File: src/rtl/maze_pkg.sv
// Shared maze definitions: game-state codes, direction codes, map geometry,
// the 40x40 wall map (also read by the renderer) and the move FSM state type.
package maze_pkg;

    localparam logic [3:0] ST_TITLE    = 4'd0;
    localparam logic [3:0] ST_STAFF    = 4'd1;
    localparam logic [3:0] ST_STAGE1   = 4'd2;
    localparam logic [3:0] ST_SUCCESS1 = 4'd3;
    localparam logic [3:0] ST_STAGE2   = 4'd4;
    localparam logic [3:0] ST_SUCCESS2 = 4'd5;
    localparam logic [3:0] ST_STAGE3   = 4'd6;
    localparam logic [3:0] ST_SUCCESS3 = 4'd7;
    localparam logic [3:0] ST_FAIL     = 4'd8;

    localparam logic [1:0] DIR_UP    = 2'd0;
    localparam logic [1:0] DIR_DOWN  = 2'd1;
    localparam logic [1:0] DIR_LEFT  = 2'd2;
    localparam logic [1:0] DIR_RIGHT = 2'd3;

    localparam int MAP_W     = 40;
    localparam int MAP_H     = 40;
    localparam int PLAYER_SZ = 4;

    typedef enum logic [1:0] {
        MV_IDLE  = 2'd0,
        MV_CHECK = 2'd1,
        MV_DONE  = 2'd2
    } move_state_t;

    // Border walls all round, an opening in the left border on rows 18..21,
    // and an internal wall on column 19 spanning rows 1..10.
    function automatic logic [MAP_H-1:0][MAP_W-1:0] build_wall_map();
        logic [MAP_H-1:0][MAP_W-1:0] m;
        for (int r = 0; r < MAP_H; r++) begin
            m[r] = '0;
            if (r == 0 || r == MAP_H - 1) begin
                m[r] = '1;
            end else begin
                m[r][MAP_W-1] = 1'b1;
                m[r][0]       = !(r >= 18 && r <= 21);
                if (r <= 10) m[r][19] = 1'b1;
            end
        end
        return m;
    endfunction

    // Row word r, bit c (LSB = column 0) is wall(r, c).
    localparam logic [MAP_H-1:0][MAP_W-1:0] WALL_MAP = build_wall_map();

    function automatic logic is_stage(input logic [3:0] s);
        return (s == ST_STAGE1) || (s == ST_STAGE2) || (s == ST_STAGE3);
    endfunction

endpackage

File: src/rtl/player_move_ctrl_if.sv
// Move request / status bundle between the input decoder and player_move_ctrl.
// Optional step_count member exists only with PLAYER_MOVE_STEP_COUNT_EN.
//
// Handshake: move_req is a single-cycle pulse with dir valid in the same
// cycle; it is taken only when busy=0 and the game is in a stage, otherwise
// it is dropped (no back-pressure, no retry). Every taken request ends with
// exactly one move_done pulse, with blocked high in that cycle if rejected,
// unless a reset or stage entry discards it.
interface player_move_ctrl_if;
    logic       move_req;
    logic [1:0] dir;
    logic [5:0] player_x;
    logic [5:0] player_y;
    logic       busy;
    logic       move_done;
    logic       blocked;
`ifdef PLAYER_MOVE_STEP_COUNT_EN
    logic [9:0] step_count;

    modport master (output move_req, dir,
                    input  player_x, player_y, busy, move_done, blocked, step_count);
    modport slave  (input  move_req, dir,
                    output player_x, player_y, busy, move_done, blocked, step_count);
`else
    modport master (output move_req, dir,
                    input  player_x, player_y, busy, move_done, blocked);
    modport slave  (input  move_req, dir,
                    output player_x, player_y, busy, move_done, blocked);
`endif
endinterface

File: src/rtl/maze_wall_lookup.sv
// Combinational wall lookup: (row, col) -> wall bit; anything off the map is wall.
module maze_wall_lookup
    import maze_pkg::*;
(
    input  logic [5:0] row,
    input  logic [5:0] col,
    output logic       wall
);

    // Off-map coordinates read as wall so range errors can never open a gap.
    always_comb begin
        wall = 1'b1;
        if (row < 6'(MAP_H) && col < 6'(MAP_W)) wall = WALL_MAP[row][col];
    end

endmodule

File: src/rtl/player_move_ctrl.sv
// Player footprint movement with wall/edge rejection.
// Optional: PLAYER_MOVE_STEP_COUNT_EN adds a saturating committed-move counter.
module player_move_ctrl
    import maze_pkg::*;
#(
    parameter int START_X = 1,
    parameter int START_Y = 1
) (
    input  logic                     clk,
    input  logic                     rst,
    input  logic [3:0]               state,
    player_move_ctrl_if.slave        bus,
    output move_state_t              fsm_dbg
);

    localparam logic [5:0] POS_MAX = 6'(MAP_W - PLAYER_SZ);

    move_state_t fsm_q, fsm_d;
    logic [3:0]  state_q;
    logic [5:0]  x_q, y_q;
    logic [1:0]  dir_q, idx_q;
    logic        hit_q, done_q, blocked_q;
    logic [5:0]  chk_row, chk_col;
    logic        wall;
    logic        in_stage, stage_entry, accept, oob;

    assign in_stage    = is_stage(state);
    assign stage_entry = in_stage && (state != state_q);
    assign accept      = (fsm_q == MV_IDLE) && in_stage && !stage_entry && bus.move_req;

    // Edge-of-map rejection for the requested direction at the current position.
    always_comb begin
        oob = 1'b0;
        case (bus.dir)
            DIR_UP:    oob = (y_q == 6'd0);
            DIR_DOWN:  oob = (y_q == POS_MAX);
            DIR_LEFT:  oob = (x_q == 6'd0);
            default:   oob = (x_q == POS_MAX);
        endcase
    end

    // Address of the idx-th newly entered cell for the latched direction.
    always_comb begin
        chk_row = y_q + {4'd0, idx_q};
        chk_col = x_q + {4'd0, idx_q};
        case (dir_q)
            DIR_UP:    chk_row = y_q - 6'd1;
            DIR_DOWN:  chk_row = y_q + 6'd4;
            DIR_LEFT:  chk_col = x_q - 6'd1;
            default:   chk_col = x_q + 6'd4;
        endcase
    end

    maze_wall_lookup u_lookup (
        .row  (chk_row),
        .col  (chk_col),
        .wall (wall)
    );

    // FSM state register.
    always_ff @(posedge clk or posedge rst) begin
        if (rst) fsm_q <= MV_IDLE;
        else     fsm_q <= fsm_d;
    end

    // Next state; leaving a stage or entering a new one discards any check.
    always_comb begin
        fsm_d = fsm_q;
        case (fsm_q)
            MV_IDLE:  if (accept) fsm_d = oob ? MV_DONE : MV_CHECK;
            MV_CHECK: if (idx_q == 2'd3) fsm_d = MV_DONE;
            MV_DONE:  fsm_d = MV_IDLE;
            default:  fsm_d = MV_IDLE;
        endcase
        if (!in_stage || stage_entry) fsm_d = MV_IDLE;
    end

    // Position, latched request, sticky wall flag and completion pulses.
    always_ff @(posedge clk or posedge rst) begin
        if (rst) begin
            state_q   <= ST_TITLE;
            x_q       <= 6'(START_X);
            y_q       <= 6'(START_Y);
            dir_q     <= DIR_UP;
            idx_q     <= 2'd0;
            hit_q     <= 1'b0;
            done_q    <= 1'b0;
            blocked_q <= 1'b0;
        end else begin
            state_q   <= state;
            done_q    <= 1'b0;
            blocked_q <= 1'b0;
            if (stage_entry) begin
                x_q   <= 6'(START_X);
                y_q   <= 6'(START_Y);
                idx_q <= 2'd0;
                hit_q <= 1'b0;
            end else begin
                case (fsm_q)
                    MV_IDLE: if (accept) begin
                        dir_q <= bus.dir;
                        idx_q <= 2'd0;
                        hit_q <= oob;
                    end
                    MV_CHECK: if (in_stage) begin
                        hit_q <= hit_q | wall;
                        idx_q <= idx_q + 2'd1;
                    end
                    MV_DONE: if (in_stage) begin
                        done_q    <= 1'b1;
                        blocked_q <= hit_q;
                        if (!hit_q) begin
                            case (dir_q)
                                DIR_UP:   y_q <= y_q - 6'd1;
                                DIR_DOWN: y_q <= y_q + 6'd1;
                                DIR_LEFT: x_q <= x_q - 6'd1;
                                default:  x_q <= x_q + 6'd1;
                            endcase
                        end
                    end
                    default: ;
                endcase
            end
        end
    end

`ifdef PLAYER_MOVE_STEP_COUNT_EN
    logic [9:0] steps_q;

    // Count committed moves, saturating, cleared on stage entry.
    always_ff @(posedge clk or posedge rst) begin
        if (rst)                 steps_q <= 10'd0;
        else if (stage_entry)    steps_q <= 10'd0;
        else if (fsm_q == MV_DONE && in_stage && !hit_q && steps_q != 10'd1023)
                                 steps_q <= steps_q + 10'd1;
    end

    assign bus.step_count = steps_q;
`endif

    assign bus.player_x  = x_q;
    assign bus.player_y  = y_q;
    assign bus.busy      = (fsm_q != MV_IDLE);
    assign bus.move_done = done_q;
    assign bus.blocked   = blocked_q;
    assign fsm_dbg       = fsm_q;

endmodule

File: src/flat_wrapper.sv
// flat-port wrapper written by rule: the top's interface ports become plain ports
module player_move_ctrl_flat import maze_pkg::*;
#(
    parameter int START_X = 1,
    parameter int START_Y = 1
)
  (clk, rst, state, fsm_dbg, bus_move_req, bus_dir, bus_player_x, bus_player_y, bus_busy, bus_move_done, bus_blocked);
  player_move_ctrl_if bus_i ();
  input  logic clk;
  input  logic rst;
  input  logic [3:0] state;
  output move_state_t fsm_dbg;
  input wire logic [$bits(bus_i.move_req)-1:0] bus_move_req;
  input wire logic [$bits(bus_i.dir)-1:0] bus_dir;
  output wire logic [$bits(bus_i.player_x)-1:0] bus_player_x;
  output wire logic [$bits(bus_i.player_y)-1:0] bus_player_y;
  output wire logic [$bits(bus_i.busy)-1:0] bus_busy;
  output wire logic [$bits(bus_i.move_done)-1:0] bus_move_done;
  output wire logic [$bits(bus_i.blocked)-1:0] bus_blocked;
  assign bus_i.move_req = bus_move_req;
  assign bus_i.dir = bus_dir;
  assign bus_player_x = bus_i.player_x;
  assign bus_player_y = bus_i.player_y;
  assign bus_busy = bus_i.busy;
  assign bus_move_done = bus_i.move_done;
  assign bus_blocked = bus_i.blocked;
  player_move_ctrl #(.START_X(START_X), .START_Y(START_Y)) u_core (.clk(clk), .rst(rst), .state(state), .bus(bus_i), .fsm_dbg(fsm_dbg));
endmodule
File: config.mk
export PLATFORM = sky130hd
export DESIGN_NAME = player_move_ctrl_flat
export DESIGN_NICKNAME = d
export VERILOG_FILES = /design/src/rtl/maze_pkg.sv /design/src/rtl/player_move_ctrl_if.sv /design/src/rtl/maze_wall_lookup.sv /design/src/rtl/player_move_ctrl.sv /design/src/flat_wrapper.sv
export SDC_FILE = /design/constraint.sdc
export NUM_CORES = 1
export LEC_CHECK = 0
export BUFFER_PORTS_ARGS = -buffer_cell sky130_fd_sc_hd__buf_2
export CAP_MARGIN = 20
export CORE_MARGIN = 2
export CORE_UTILIZATION = 48
export DETAILED_ROUTE_END_ITERATION = 8
export PLACE_DENSITY = 0.68
export SYNTH_ARGS = -nofsm -noshare
export SYNTH_HDL_FRONTEND = slang
export SYNTH_HIERARCHICAL = 1
export SYNTH_SLANG_ARGS = --single-unit
File: constraint.sdc
create_clock -name clk -period 3.8 [get_ports clk]
set_input_delay 0.76 -clock clk [delete_from_list [all_inputs] [get_ports clk]]
set_output_delay 0.76 -clock clk [all_outputs]
set_load 0.05 [all_outputs]
# ---- Word-level counts from Yosys, hierarchy flattened
# Memory sizes are Yosys's and may differ from the RTL's.
# Cells that the tools add are included.
dict set report totals {
  regBits 25
  rom_bits 2560
  in_bits 9
  out_inout_bits 17
  word_cells 106
  n_memories 1
}
# memory words word_bits read_ports rd_ports_with_merged_regs write_ports line_no
set mem_list {}
lappend mem_list {{(name not given)} 64 40 1 0 0 maze_wall_lookup.sv:13} ;# if (row < 6'(MAP_H) && col < 6'(MAP_W)) wall = WALL_MAP[row][col];
dict set report classes {
  n_addsub 9
  magnitude_cmp 4
  n_eq_ne 19
  mux 36
  bitwise_logic 2
  n_reduce_logical 26
}
# operator n
set ops {}
lappend ops {{$mux 6} 8}
lappend ops {{$pmux 6 s2} 4}
lappend ops {{$mux 40} 1}
lappend ops {{$lt 6x7->1 const B} 2}
lappend ops {{$mux 2} 7}
lappend ops {{$add 6x1->6 const B} 2}
lappend ops {{$add 6x2->6} 2}
lappend ops {{$add 6x3->6 const B} 2}
lappend ops {{$eq 6x6->1 const B} 2}
lappend ops {{$logic_not 6->1} 2}
lappend ops {{$lt 6x6->1 const B} 2}
lappend ops {{$sub 6x1->6 const B} 2}
lappend ops {{$mux 1} 11}
lappend ops {{$ne 3x1->1 const B} 3}
lappend ops {{$eq 2x2->1 const B} 4}
lappend ops {{$eq 4x3->1 const B} 2}
lappend ops {{$pmux 2 s2} 2}
lappend ops {{$reduce_and 4->1} 2}
lappend ops {{$bmux 1 s6} 1}
lappend ops {{$eq 2x1->1 const B} 3}
lappend ops {{$logic_not 2->1} 3}
lappend ops {{$reduce_and 3->1} 2}
lappend ops {{$reduce_bool 2->1} 3}
lappend ops {{$reduce_bool 3->1} 2}
lappend ops {{other kinds (15)} 22}

# ---- Depth between registers and ports, before layout
# Gate-level depths: netlist of run 1.
dict set report logic_depth {
  ltp_word 11
  depth_mapped 14
  depth_no_buf 13
}

# ---- Hierarchy
# The synthesis of run 1 kept the hierarchy.
# module n_inst cells_each area_each_um2 seq_area_each_um2
set modules_own_cells {}
lappend modules_own_cells {player_move_ctrl 1 225 2035.7 628.1}
lappend modules_own_cells {maze_wall_lookup 1 15 108.9 0.0}

# ---- Worst setup path before layout of run 1
# No wires, ideal clock.
dict set report synth_timing {
  path_kind {flip-flop to flip-flop}
  start {reg u_core.y_q[1], in the netlist u_core/bus.player_y[1]}
  end {reg u_core.hit_q}
  setup_ns 0.123
  arrival_time_ns 2.987
  t_required_ns 3.677
  slack_ns 0.691
  stages_incl_launch_ff 13
  n_path_buf 1
  synth_period_minus_slack_ns 3.109
  path_cell_list {dfrtp_1 > clkbuf_1 > inv_1 > fa_1 > a21oi_1 > xnor2_1 > xnor2_1 > nor4b_2 > o21ai_1 > a221o_1 > nor3b_1 > nor3_1 > o221a_2}
}
dict set report synth_between {
  elab_chain_cells 11
  elab_cells_between_ends 19
  cone_classes {3 x add/sub; 1 x order compare; 1 x eq/ne; 10 x mux; 1 x bitwise; 2 x reduce/logical; 1 x memory}
}
# item line_no
set synth_lines {}
lappend synth_lines {{start: declaration} player_move_ctrl.sv:20} ;# logic [5:0] x_q, y_q;
lappend synth_lines {{start signal: assignment} player_move_ctrl.sv:83} ;# y_q <= 6'(START_Y);
lappend synth_lines {{start signal: assignment} player_move_ctrl.sv:95} ;# y_q <= 6'(START_Y);
lappend synth_lines {{start signal: assignment} player_move_ctrl.sv:114} ;# DIR_UP: y_q <= y_q - 6'd1;
lappend synth_lines {{$add 6x2->6 (tied with other cells)} player_move_ctrl.sv:44} ;# chk_row = y_q + {4'd0, idx_q};
lappend synth_lines {{$pmux 6 s2 *} player_move_ctrl.sv:46} ;# case (dir_q)
lappend synth_lines {{named net u_core.chk_row[2]} player_move_ctrl.sv:23} ;# logic [5:0] chk_row, chk_col;
lappend synth_lines {{$mem_v2 64x40} --}
lappend synth_lines {{$mux 40 (not written as such)} maze_wall_lookup.sv:13}
lappend synth_lines {{$bmux 1 s6} maze_wall_lookup.sv:13}
lappend synth_lines {{$mux 1 (not written as such)} maze_wall_lookup.sv:13}
lappend synth_lines {{$mux 1 *} maze_wall_lookup.sv:13}
lappend synth_lines {{named net u_core.wall} player_move_ctrl.sv:24} ;# logic wall;
lappend synth_lines {{$or 1x1->1 *} player_move_ctrl.sv:106} ;# hit_q <= hit_q | wall;
lappend synth_lines {{$mux 1 *} player_move_ctrl.sv:105} ;# MV_CHECK: if (in_stage) begin
lappend synth_lines {{$pmux 1 s2 *} player_move_ctrl.sv:99} ;# case (fsm_q)
lappend synth_lines {{$mux 1 *} player_move_ctrl.sv:93} ;# if (stage_entry) begin
lappend synth_lines {{end signal: assignment} player_move_ctrl.sv:103} ;# hit_q <= oob;
lappend synth_lines {{end signal: assignment} player_move_ctrl.sv:106}
lappend synth_lines {{end: declaration} player_move_ctrl.sv:22} ;# logic hit_q, done_q, blocked_q;
# The timed path passes the listed nets; every way through them passes the cells marked *. The select of a mux whose other input is x is not followed.
# A chain may end at the register's enable or synchronous reset.

# ---- Worst setup path after layout of run 1
dict set report layout_timing {
  start {reg u_core.y_q[2], in the netlist u_core/bus.player_y[2]}
  end {reg u_core.hit_q}
}
# Same word-level chain as after synthesis.

==> results of run 1 <==
-- stage by stage --
step,utilization (%),total power [mW]
final,54.0,0.589
after global routing,54.0,0.627
after CTS,53.4,0.595
after detailed placement,52.3,0.436
after global placement,52.3,0.434
after floorplan,-,0.406
-- layer usage --
metal	share of wire, %	GRT usage (%)	vias up
met1	46	31.0	880
met5	0	0	-
met2	47	33.4	56
met3	5.5	3.56	6
li1	-	-	903
met4	1.3	4.61	0
-- cells in the mapped netlist, drive strengths merged, types with 2 or more instances --
| cell type | number | area (um^2) |
|---|---|---|
| ha | 14 | 175 |
| nor2 | 16 | 60.1 |
| dfstp | 2 | 52.6 |
| a31oi | 3 | 18.8 |
| nor2b | 3 | 18.8 |
| mux2 | 7 | 78.8 |
| xor2 | 7 | 61.3 |
| nand4b | 3 | 32.5 |
| o211ai | 2 | 15.0 |
| and2 | 2 | 12.5 |
| mux2i | 5 | 50.1 |
| clkbuf | 7 | 26.3 |
| fa | 2 | 40.0 |
| nand2b | 4 | 25.0 |
| o22ai | 3 | 18.8 |
| a22o | 2 | 17.5 |
| o21bai | 2 | 15.0 |
| o21ai | 13 | 65.1 |
| dfrtp | 23 | 576 |
| nor3 | 8 | 40.0 |
| nand4 | 5 | 31.3 |
| nand3 | 3 | 15.0 |
| nand2 | 13 | 48.8 |
| o221a | 2 | 22.5 |
| or3 | 8 | 51.3 |
| inv | 15 | 56.3 |
| nor4b | 2 | 23.8 |
| a211oi | 2 | 15.0 |
| a21oi | 15 | 78.8 |
| o21a | 3 | 22.5 |
| a311o | 2 | 20.0 |
| buf | 6 | 46.3 |
| xnor2 | 14 | 123 |
| nor4 | 5 | 37.5 |
| and4b | 4 | 40.0 |
-- cell type report --
cell class	count	area (um^2)
clock buffer	4	45.0
fill	436	1990
inverter	15	56.3
multi-input combinational	187	1390
sequential	25	628
tap	52	65.1
timing repair buffer	26	153
-- where the power goes --
group | switching, mW | leakage (nW) | internal, mW
Combinational | 0.0695 | 0.660 | 0.0627
Clock | 0.0801 | 0.0228 | 0.0749
Sequential | 0.0295 | 0.331 | 0.273
-- sequential cells by signal (all words and copies together), names as in the netlist --
signal,cells
u_core/bus.blocked,1
u_core/bus.move_done,1
u_core/bus.player_x,6
u_core/bus.player_y,6
u_core/dir_q,2
u_core/fsm_dbg,2
u_core/hit_q,1
u_core/idx_q,2
u_core/state_q,4
-- cells in the final DEF (no fill, tap or decap), types with 7 or more instances in the layout --
cell | Yosys | routed
nor3_1 | 8 | 8
or3_1 | 7 | 7
dfrtp_1 | 23 | 23
xor2_1 | 7 | 7
nor2_1 | 16 | 16
inv_1 | 15 | 15
buf_2 | 1 | 25
o21ai_0 | 12 | 12
ha_1 | 14 | 14
nand2_1 | 13 | 13
a21oi_1 | 14 | 14
xnor2_1 | 14 | 14
mux2_2 | 7 | 7
-- worst max-delay path, stage by stage, from the launching register on --
cell,delay [ps]
dfrtp_1,500
or4_4,580
o31a_2,290
a21oi_1,150
xor2_1,310
nor2_1,90
o2111ai_1,110
o21ai_1,90
a221o_1,320
nor3b_1,180
nor3_1,70
o221a_2,260
-- kinds of logic after synthesis --
| family | count (synthesis) | share of synthesized area, % |
|---|---|---|
| compound gates | 58 | 18.1 |
| buf+inv | 28 | 6.01 |
| mux | 12 | 6.01 |
| fa+ha+maj | 16 | 10.0 |
| flops | 25 | 29.3 |
| xor+xnor | 21 | 8.58 |
| simple gates | 80 | 21.9 |
-- worst max path at each step --
stage                     slack [ps]                        to  cells past startpoint                               start
after floorplan                  690  u_core/hit_q$_DFFE_PP0P_                     12  u_core/bus.player_y[1]$_DFFE_PP0P_
after global placement           810  u_core/hit_q$_DFFE_PP0P_                     11  u_core/bus.player_y[2]$_DFFE_PP0P_
after detailed placement         740  u_core/hit_q$_DFFE_PP0P_                     11  u_core/bus.player_y[2]$_DFFE_PP0P_
after CTS                        720  u_core/hit_q$_DFFE_PP0P_                     11  u_core/bus.player_y[2]$_DFFE_PP0P_
after global routing             520  u_core/hit_q$_DFFE_PP0P_                     12  u_core/bus.player_y[0]$_DFFE_PP1P_
final                            730  u_core/hit_q$_DFFE_PP0P_                     11  u_core/bus.player_y[2]$_DFFE_PP0P_
==> flow_summary.json, run 1 <==
{
  "p_per_area_nw_per_um2": 252,
  "status": "finished clean",
  "synth_nets": 265,
  "worstSetupStartpointType": "flip-flop",
  "async_reset_ff_share_pct": 100,
  "wl_um": 5030,
  "fin_nets": 283,
  "placementRows": 24,
  "setup.worst_path.class": "reg -> reg",
  "drtPass1Iterations": 4,
  "crit_required_ps": 3960,
  "final_cells": 309,
  "ir_worst_vdd_v": 0.000167,
  "placed_cell_area_um2": 2260,
  "min_period_ps": 3070,
  "drc": 0,
  "relSlewSlack_pct": 39.7,
  "synth_edf_count": 0,
  "fin_crit_sh_pct": 80.7,
  "yosysSeqAreaShare_pct": 29.3,
  "grt_usage_pct": 21.3,
  "cp_max_fo": 12,
  "viasPerCell": 5.97,
  "p_leak_nw": 1.01,
  "clk_latency_ps": 270,
  "syn_to_final_growth_pct": 8.87,
  "die_w_um": 70.8,
  "cts_tree": "done",
  "hold_violations": 0,
  "slew_viol_final": 0,
  "n_antenna_cell": 0,
  "worst_pin_slew_ps": 904,
  "drive_gt1_share_pct": 18.7,
  "postCtsSetupBuffers": 0,
  "boundaryPins": 26,
  "start_util_pct": 49.6,
  "core_um2": 4320,
  "vias": 1845,
  "maxCapViolations": 0,
  "synth.avg_cell_area_um2": 8.94,
  "grt_max_degree": 30,
  "synth_ff_type": "dfrtp_1",
  "tns_ps": 0,
  "holdWs_ps": 358,
  "numClockSinks": 25,
  "io_buffers": 25,
  "critPathArrivalTime_ps": 3230,
  "ctsRootBufferMaster": "clkbuf_8",
  "setup_violations": 0,
  "r2r_slack_ps": 730,
  "htree_num_levels": 1,
  "antenna_found_initial": 0,
  "clockBufferDepth": 2,
  "wl_per_cell_um": 16.3,
  "die_y_um": 70.8,
  "clkTransAtPathRegs_ps": 80,
  "fmax_mhz": 326,
  "drt_iter0_drc": 111,
  "numCtsBuffers": 3,
  "grt_pass1_vias": 1726,
  "design_area_um2": 2330,
  "grt_pass1_wl_um": 8650,
  "ant_nets": 0,
  "ys_ff_latch": 25,
  "rsz0062_at_grt": "no",
  "cts_resized": 0,
  "dieArea_um2": 5020,
  "reg2reg_to": "u_core/hit_q$_DFFE_PP0P_",
  "postSynthCellCount": 240,
  "gr-total-overflow": 0,
  "synth_area_um2": 2140,
  "r2r_start": "u_core/bus.player_y[2]$_DFFE_PP0P_",
  "ys_warn_count": 6,
  "dpl.hpwl_um": 3690,
  "place.gp.congestion": 0.811,
  "layout_setup_ws_ps": 734,
  "dpl_worst_slack_ps": 745,
  "synth_cell_types": 57,
  "postCtsHoldBufs": 0,
  "cp-end-kind": "flip-flop",
  "hold_path_class": "in -> async",
  "reg2reg_depth": 11,
  "placed_cells": 304,
  "clock_skew_ps": 3.34
}
(Power assumes the default switching activity.)
==> inputs of run 2 (changes only) <==
==> constraint.sdc (replaced) <==
create_clock -name clk -period 3.1 [get_ports clk]
set_input_delay 0.62 -clock clk [delete_from_list [all_inputs] [get_ports clk]]
set_output_delay 0.62 -clock clk [all_outputs]
set_load 0.05 [all_outputs]
==> flow_summary.json, run 2 (synthesis gave the netlist of run 1 again) <==
{
  "cts_tree": "done",
  "fin_nets": 295,
  "setup_violations": 0,
  "tns_ps": 0,
  "path_buf_inv": 0,
  "gr-total-overflow": 0,
  "hold_path_class": "in -> async",
  "worstSetupStartpointType": "flip-flop",
  "relSlewSlack_pct": 55.3,
  "wl_per_cell_um": 16.4,
  "drive_gt1_share_pct": 26.8,
  "p_per_area_nw_per_um2": 308,
  "clk_latency_ps": 270,
  "clock_skew_ps": 5.40,
  "grt_max_degree": 26,
  "fin_crit_sh_pct": 96.2,
  "cp_max_fo": 9,
  "mostFrequentLayoutCells": "buf_2 (25), dfrtp_1 (21), nor2_1 (16)",
  "fmax_mhz": 335,
  "critPathArrivalTime_ps": 3140,
  "crit_family": "compound AO/OA/AOI/OAI gates",
  "grt_pass1_vias": 1658,
  "cp-end-kind": "flip-flop",
  "ant_nets": 0,
  "antenna_found_initial": 0,
  "final_common_cell": "buf_2",
  "cpPeakStageDelay_ps": 640,
  "postCtsHoldBufs": 0,
  "boundaryPins": 26,
  "core_um2": 4320,
  "numCtsBuffers": 3,
  "cpMaxStageDelayCell": "dfstp_2",
  "dpl.hpwl_um": 3800,
  "die_w_um": 70.8,
  "clockBufferDepth": 2,
  "ctsRootBufferMaster": "clkbuf_8",
  "die_y_um": 70.8,
  "crit_required_ps": 3260,
  "power_uw": 765,
  "maxCapViolations": 0,
  "crit_chain": "ha_1 -> fa_1 -> mux2_2 -> a311o_1 -> a22o_1 -> a221o_1 -> nor3b_1 -> nor3_1 -> o221a_2",
  "n_antenna_cell": 0,
  "numClockSinks": 25,
  "io_buffers": 25,
  "grt_pass1_wl_um": 8460,
  "drtPass1Iterations": 4,
  "setup.worst_path.class": "reg -> reg",
  "postLayoutCoreUtil_pct": 57.3,
  "drt_iter0_drc": 152,
  "worst_pin_slew_ps": 666,
  "vias": 1920,
  "drc": 0,
  "grt_usage_pct": 21.1,
  "syn_to_final_growth_pct": 15.6,
  "rsz0062_at_grt": "no",
  "ir_worst_vdd_v": 0.000301,
  "status": "finished clean",
  "hold_violations": 0,
  "start_util_pct": 49.6,
  "min_period_ps": 2980,
  "htree_num_levels": 1,
  "dieArea_um2": 5020,
  "p_leak_nw": 1.09,
  "slew_viol_final": 0,
  "viasPerCell": 5.98,
  "clkTransAtPathRegs_ps": 90,
  "wl_um": 5270,
  "placementRows": 24,
  "place.gp.congestion": 0.865
}
-- run 2: final cells by class --
type,instances,area (um^2)
well taps,52,65.1
fillers,404,1840
repair buffers,38,243
clock inverters,1,5.00
multi-input cells,187,1440
flip-flops and latches,25,631
clock buffers,3,41.3
inverters,15,56.3
-- run 2: path summary, 6_finish.rpt --
path                                                            to                          startpoint  cells after the start  slack, ps
worst max-delay path                      u_core/hit_q$_DFFE_PP0P_  u_core/bus.player_x[0]$_DFFE_PP1P_                      9        120
worst min-delay path                u_core/bus.move_done$_DFF_PP0_                                 rst                      2        230
worst max register to register            u_core/hit_q$_DFFE_PP0P_  u_core/bus.player_x[0]$_DFFE_PP1P_                      9        120
worst min register to register        u_core/bus.blocked$_DFF_PP0_            u_core/hit_q$_DFFE_PP0P_                      1        550
max in group asynchronous       u_core/bus.player_y[0]$_DFFE_PP1P_                                 rst                      3       2430
min in group clk                       u_core/state_q[0]$_DFF_PP0_                            state[0]                      1        500
-- run 2: repair_timing --
| item | in CTS | in global routing |
|---|---|---|
| gates resized for setup | 0 | 10 |
| setup endpoints to repair | 0 | 1 |
| hold endpoints to repair | 0 | 0 |
| setup buffers | 0 | 4 |
-- run 2: worst register-to-register path: stages, from the launching register on --
cell and delay (ps):
dfstp_2 640, ha_1 230, fa_1 420, mux2_2 290, a311o_1 320, a22o_1 170
a221o_1 290, nor3b_1 190, nor3_1 60, o221a_2 260
-- run 2: report_power, final --
group | switching [mW] | total [mW] | internal, mW
combinational | 0.110 | 0.212 | 0.102
sequential | 0.0249 | 0.359 | 0.334
clock | 0.104 | 0.194 | 0.0900
-- run 2: stage by stage --
stage | instance area [um^2] | std cells | worst slack, ps | hold slack, ps
3_3_place_gp | 2320 | 312 | 137 | 544
4_1_cts | 2370 | 316 | 43.6 | 505
5_1_grt | 2480 | 321 | 3.55 | 242
6_report | 2480 | 321 | 119 | 235
3_5_place_dp | 2320 | 312 | 49.4 | 539
2_1_floorplan | 2150 | 240 | 34.9 | 501
-- run 2: routing by layer --
layer / vias to the layer above / GRT usage (%) / share of wire [%]
met2: 54 / 33.6 / 47
met4: 0 / 3.35 / 0.82
met1: 924 / 30.9 / 48
met5: - / 0 / 0
li1: 936 / - / -
met3: 6 / 3.42 / 3.7
==> inputs of run 3 (changes only) <==
--- a/config.mk
+++ b/config.mk
@@ -5,12 +5,13 @@
 export SDC_FILE = /design/constraint.sdc
 export NUM_CORES = 1
 export LEC_CHECK = 0
+export ABC_AREA = 1
 export BUFFER_PORTS_ARGS = -buffer_cell sky130_fd_sc_hd__buf_2
 export CAP_MARGIN = 20
 export CORE_MARGIN = 2
 export CORE_UTILIZATION = 48
 export DETAILED_ROUTE_END_ITERATION = 8
-export PLACE_DENSITY = 0.68
+export PLACE_DENSITY = 0.67
 export SYNTH_ARGS = -nofsm -noshare
 export SYNTH_HDL_FRONTEND = slang
 export SYNTH_HIERARCHICAL = 1
==> flow_summary.json, run 3 <==
{
  "worstSetupStartpointType": "flip-flop",
  "cts_tree": "done",
  "yosysSeqAreaShare_pct": 26.6,
  "die_y_um": 74.2,
  "htree_num_levels": 1,
  "io_buffers": 25,
  "hold_path_class": "in -> async",
  "path_buf_inv": 1,
  "synth_edf_count": 0,
  "hold_violations": 0,
  "p_per_area_nw_per_um2": 283,
  "synth_ff_type": "dfrtp_1",
  "slew_viol_final": 0,
  "synth.most_common_cell": "nand2_1",
  "placementRows": 25,
  "wl_um": 5690,
  "grt_pass1_vias": 2056,
  "cp_max_fo": 6,
  "core_um2": 4720,
  "cpPeakStageDelay_ps": 590,
  "synth_area_um2": 2360,
  "maxCapViolations": 0,
  "grt_max_degree": 26,
  "dpl.hpwl_um": 4430,
  "power_uw": 744,
  "r2r_start": "u_core/bus.player_y[0]$_DFFE_PP1P_",
  "min_period_ps": 2630,
  "postCtsHoldBufs": 0,
  "rsz0062_at_grt": "no",
  "synth.area.top_cells": "dfrtp_1 (24%), nand2_1 (14%), inv_1 (9.4%)",
  "p_leak_nw": 1.42,
  "n_antenna_cell": 0,
  "synth.avg_cell_area_um2": 6.53,
  "place.gp.congestion": 0.986,
  "r2r_slack_ps": 470,
  "wl_per_cell_um": 12.5,
  "design_area_um2": 2630,
  "crit_family": "simple AND/OR/NAND/NOR gates",
  "final_common_cell": "nand2_1",
  "vias": 2310,
  "fin_crit_sh_pct": 84.7,
  "start_util_pct": 50.1,
  "drc": 0,
  "grt_usage_pct": 22.0,
  "setup_violations": 0,
  "placed_cell_area_um2": 2550,
  "reg2reg_to": "u_core/hit_q$_DFFE_PP0P_",
  "ys_ff_latch": 25,
  "clk_latency_ps": 270,
  "viasPerCell": 5.08,
  "netlist.top_cell.by_area": "dfrtp_1",
  "drtPass1Iterations": 5,
  "numCtsBuffers": 3,
  "clkTransAtPathRegs_ps": 90,
  "mostFrequentLayoutCells": "nand2_1 (91), inv_1 (59), nor2_1 (43)",
  "crit_required_ps": 3280,
  "numClockSinks": 25,
  "grt_pass1_wl_um": 9440,
  "die_w_um": 74.2,
  "worst-path-stages": 21,
  "postCtsSetupBuffers": 0,
  "fmax_mhz": 381,
  "ant_nets": 0,
  "postSynthCellCount": 362,
  "drive_gt1_share_pct": 14.2,
  "cpMaxStageDelayCell": "dfstp_2",
  "synth_cell_types": 33,
  "boundaryPins": 26,
  "setup.worst_path.class": "reg -> reg",
  "syn_to_final_growth_pct": 11.1,
  "status": "finished clean",
  "critPathArrivalTime_ps": 2810,
  "crit_top_cell": "nand2_1",
  "synth_commonest_cells": "nand2_1 (91), inv_1 (59), nor2_1 (43)",
  "clock_skew_ps": 10.8,
  "cp-end-kind": "flip-flop",
  "relSlewSlack_pct": 63.0,
  "worst_pin_slew_ps": 550,
  "crit_chain": "ha_1 -> inv_1 -> fa_1 -> nand2_1 -> o211ai_1 -> xor2_1 -> nand2_1 -> nor2_1 -> nand2_1 -> nand2_1 -> nand2_1 -> nand2_1 -> nand2_1 -> nand2_1 -> nand2_1 -> nor2_1 -> nand2_1 -> nand2_1 -> a21oi_1 -> nand2_1 -> nand2_1",
  "synth_nets": 387,
  "reg2reg_depth": 21,
  "antenna_found_initial": 0,
  "async_reset_ff_share_pct": 100,
  "tns_ps": 0,
  "fin_nets": 414,
  "clockBufferDepth": 2,
  "ir_worst_vdd_v": 0.000261,
  "fillers": 474,
  "yosysTopAreaCellShare_pct": 24.3,
  "gr-total-overflow": 0,
  "drt_iter0_drc": 204,
  "ys_warn_count": 6,
  "ctsRootBufferMaster": "clkbuf_8",
  "cts_resized": 0,
  "dieArea_um2": 5500
}
[run 3: power by group]
group | internal, mW | switching (mW) | leakage [nW]
logic | 0.0642 | 0.131 | 1.06
registers | 0.335 | 0.0158 | 0.331
clock network | 0.0912 | 0.107 | 0.0217
total | 0.490 | 0.254 | 1.42
[run 3: kinds of logic after synthesis]
group	count (synthesis)	share of synthesized area, %
XOR/XNOR	9	3.33
AO/OA/AOI/OAI	58	14.1
adder cells (fa/ha/maj)	16	9.10
AND/OR/NAND/NOR	184	35.2
buffers and inverters	70	11.7
flip-flops	25	26.6
[run 3: layout make-up]
class,instances,area (um^2),area share (%)
Sequential cell,25,628,23.9
Clock inverter,1,7.51,0.286
Tap cell,67,83.8,3.19
Multi-Input combinational cell,267,1460,55.6
Clock buffer,3,41.3,1.57
Timing Repair Buffer,27,160,6.10
Inverter,65,246,9.39
[run 3: per-stage QoR]
| stage | cells | hold slack [ps] | utilization (%) | worst slack, ps |
|---|---|---|---|---|
| final | 455 | 209 | 55.6 | 473 |
| after global placement | 450 | 540 | 54.0 | 522 |
| after floorplan | 362 | 498 | - | 465 |
| after global routing | 455 | 201 | 55.6 | 169 |
| after CTS | 454 | 483 | 55.0 | 444 |
| after detailed placement | 450 | 533 | 54.0 | 452 |
[run 3: per-layer routing]
layer	part of all wire, %	vias to the layer above	track usage, %
met5	0	-	0
met4	1.2	0	4.85
met3	3.8	9	2.44
met2	46	46	33.9
met1	49	1049	33.1
li1	-	1206	-
[run 3: worst max path at each step]
| stage | from | slack [ps] | endpoint |
|---|---|---|---|
| final | u_core/bus.player_y[0]$_DFFE_PP1P_ | 470 | u_core/hit_q$_DFFE_PP0P_ |
| after floorplan | u_core/bus.player_y[1]$_DFFE_PP0P_ | 470 | u_core/hit_q$_DFFE_PP0P_ |
| after global placement | u_core/bus.player_y[0]$_DFFE_PP1P_ | 520 | u_core/hit_q$_DFFE_PP0P_ |
| after global routing | u_core/bus.player_y[0]$_DFFE_PP1P_ | 170 | u_core/hit_q$_DFFE_PP0P_ |
| after CTS | u_core/bus.player_y[0]$_DFFE_PP1P_ | 440 | u_core/hit_q$_DFFE_PP0P_ |
| after detailed placement | u_core/bus.player_y[0]$_DFFE_PP1P_ | 450 | u_core/hit_q$_DFFE_PP0P_ |
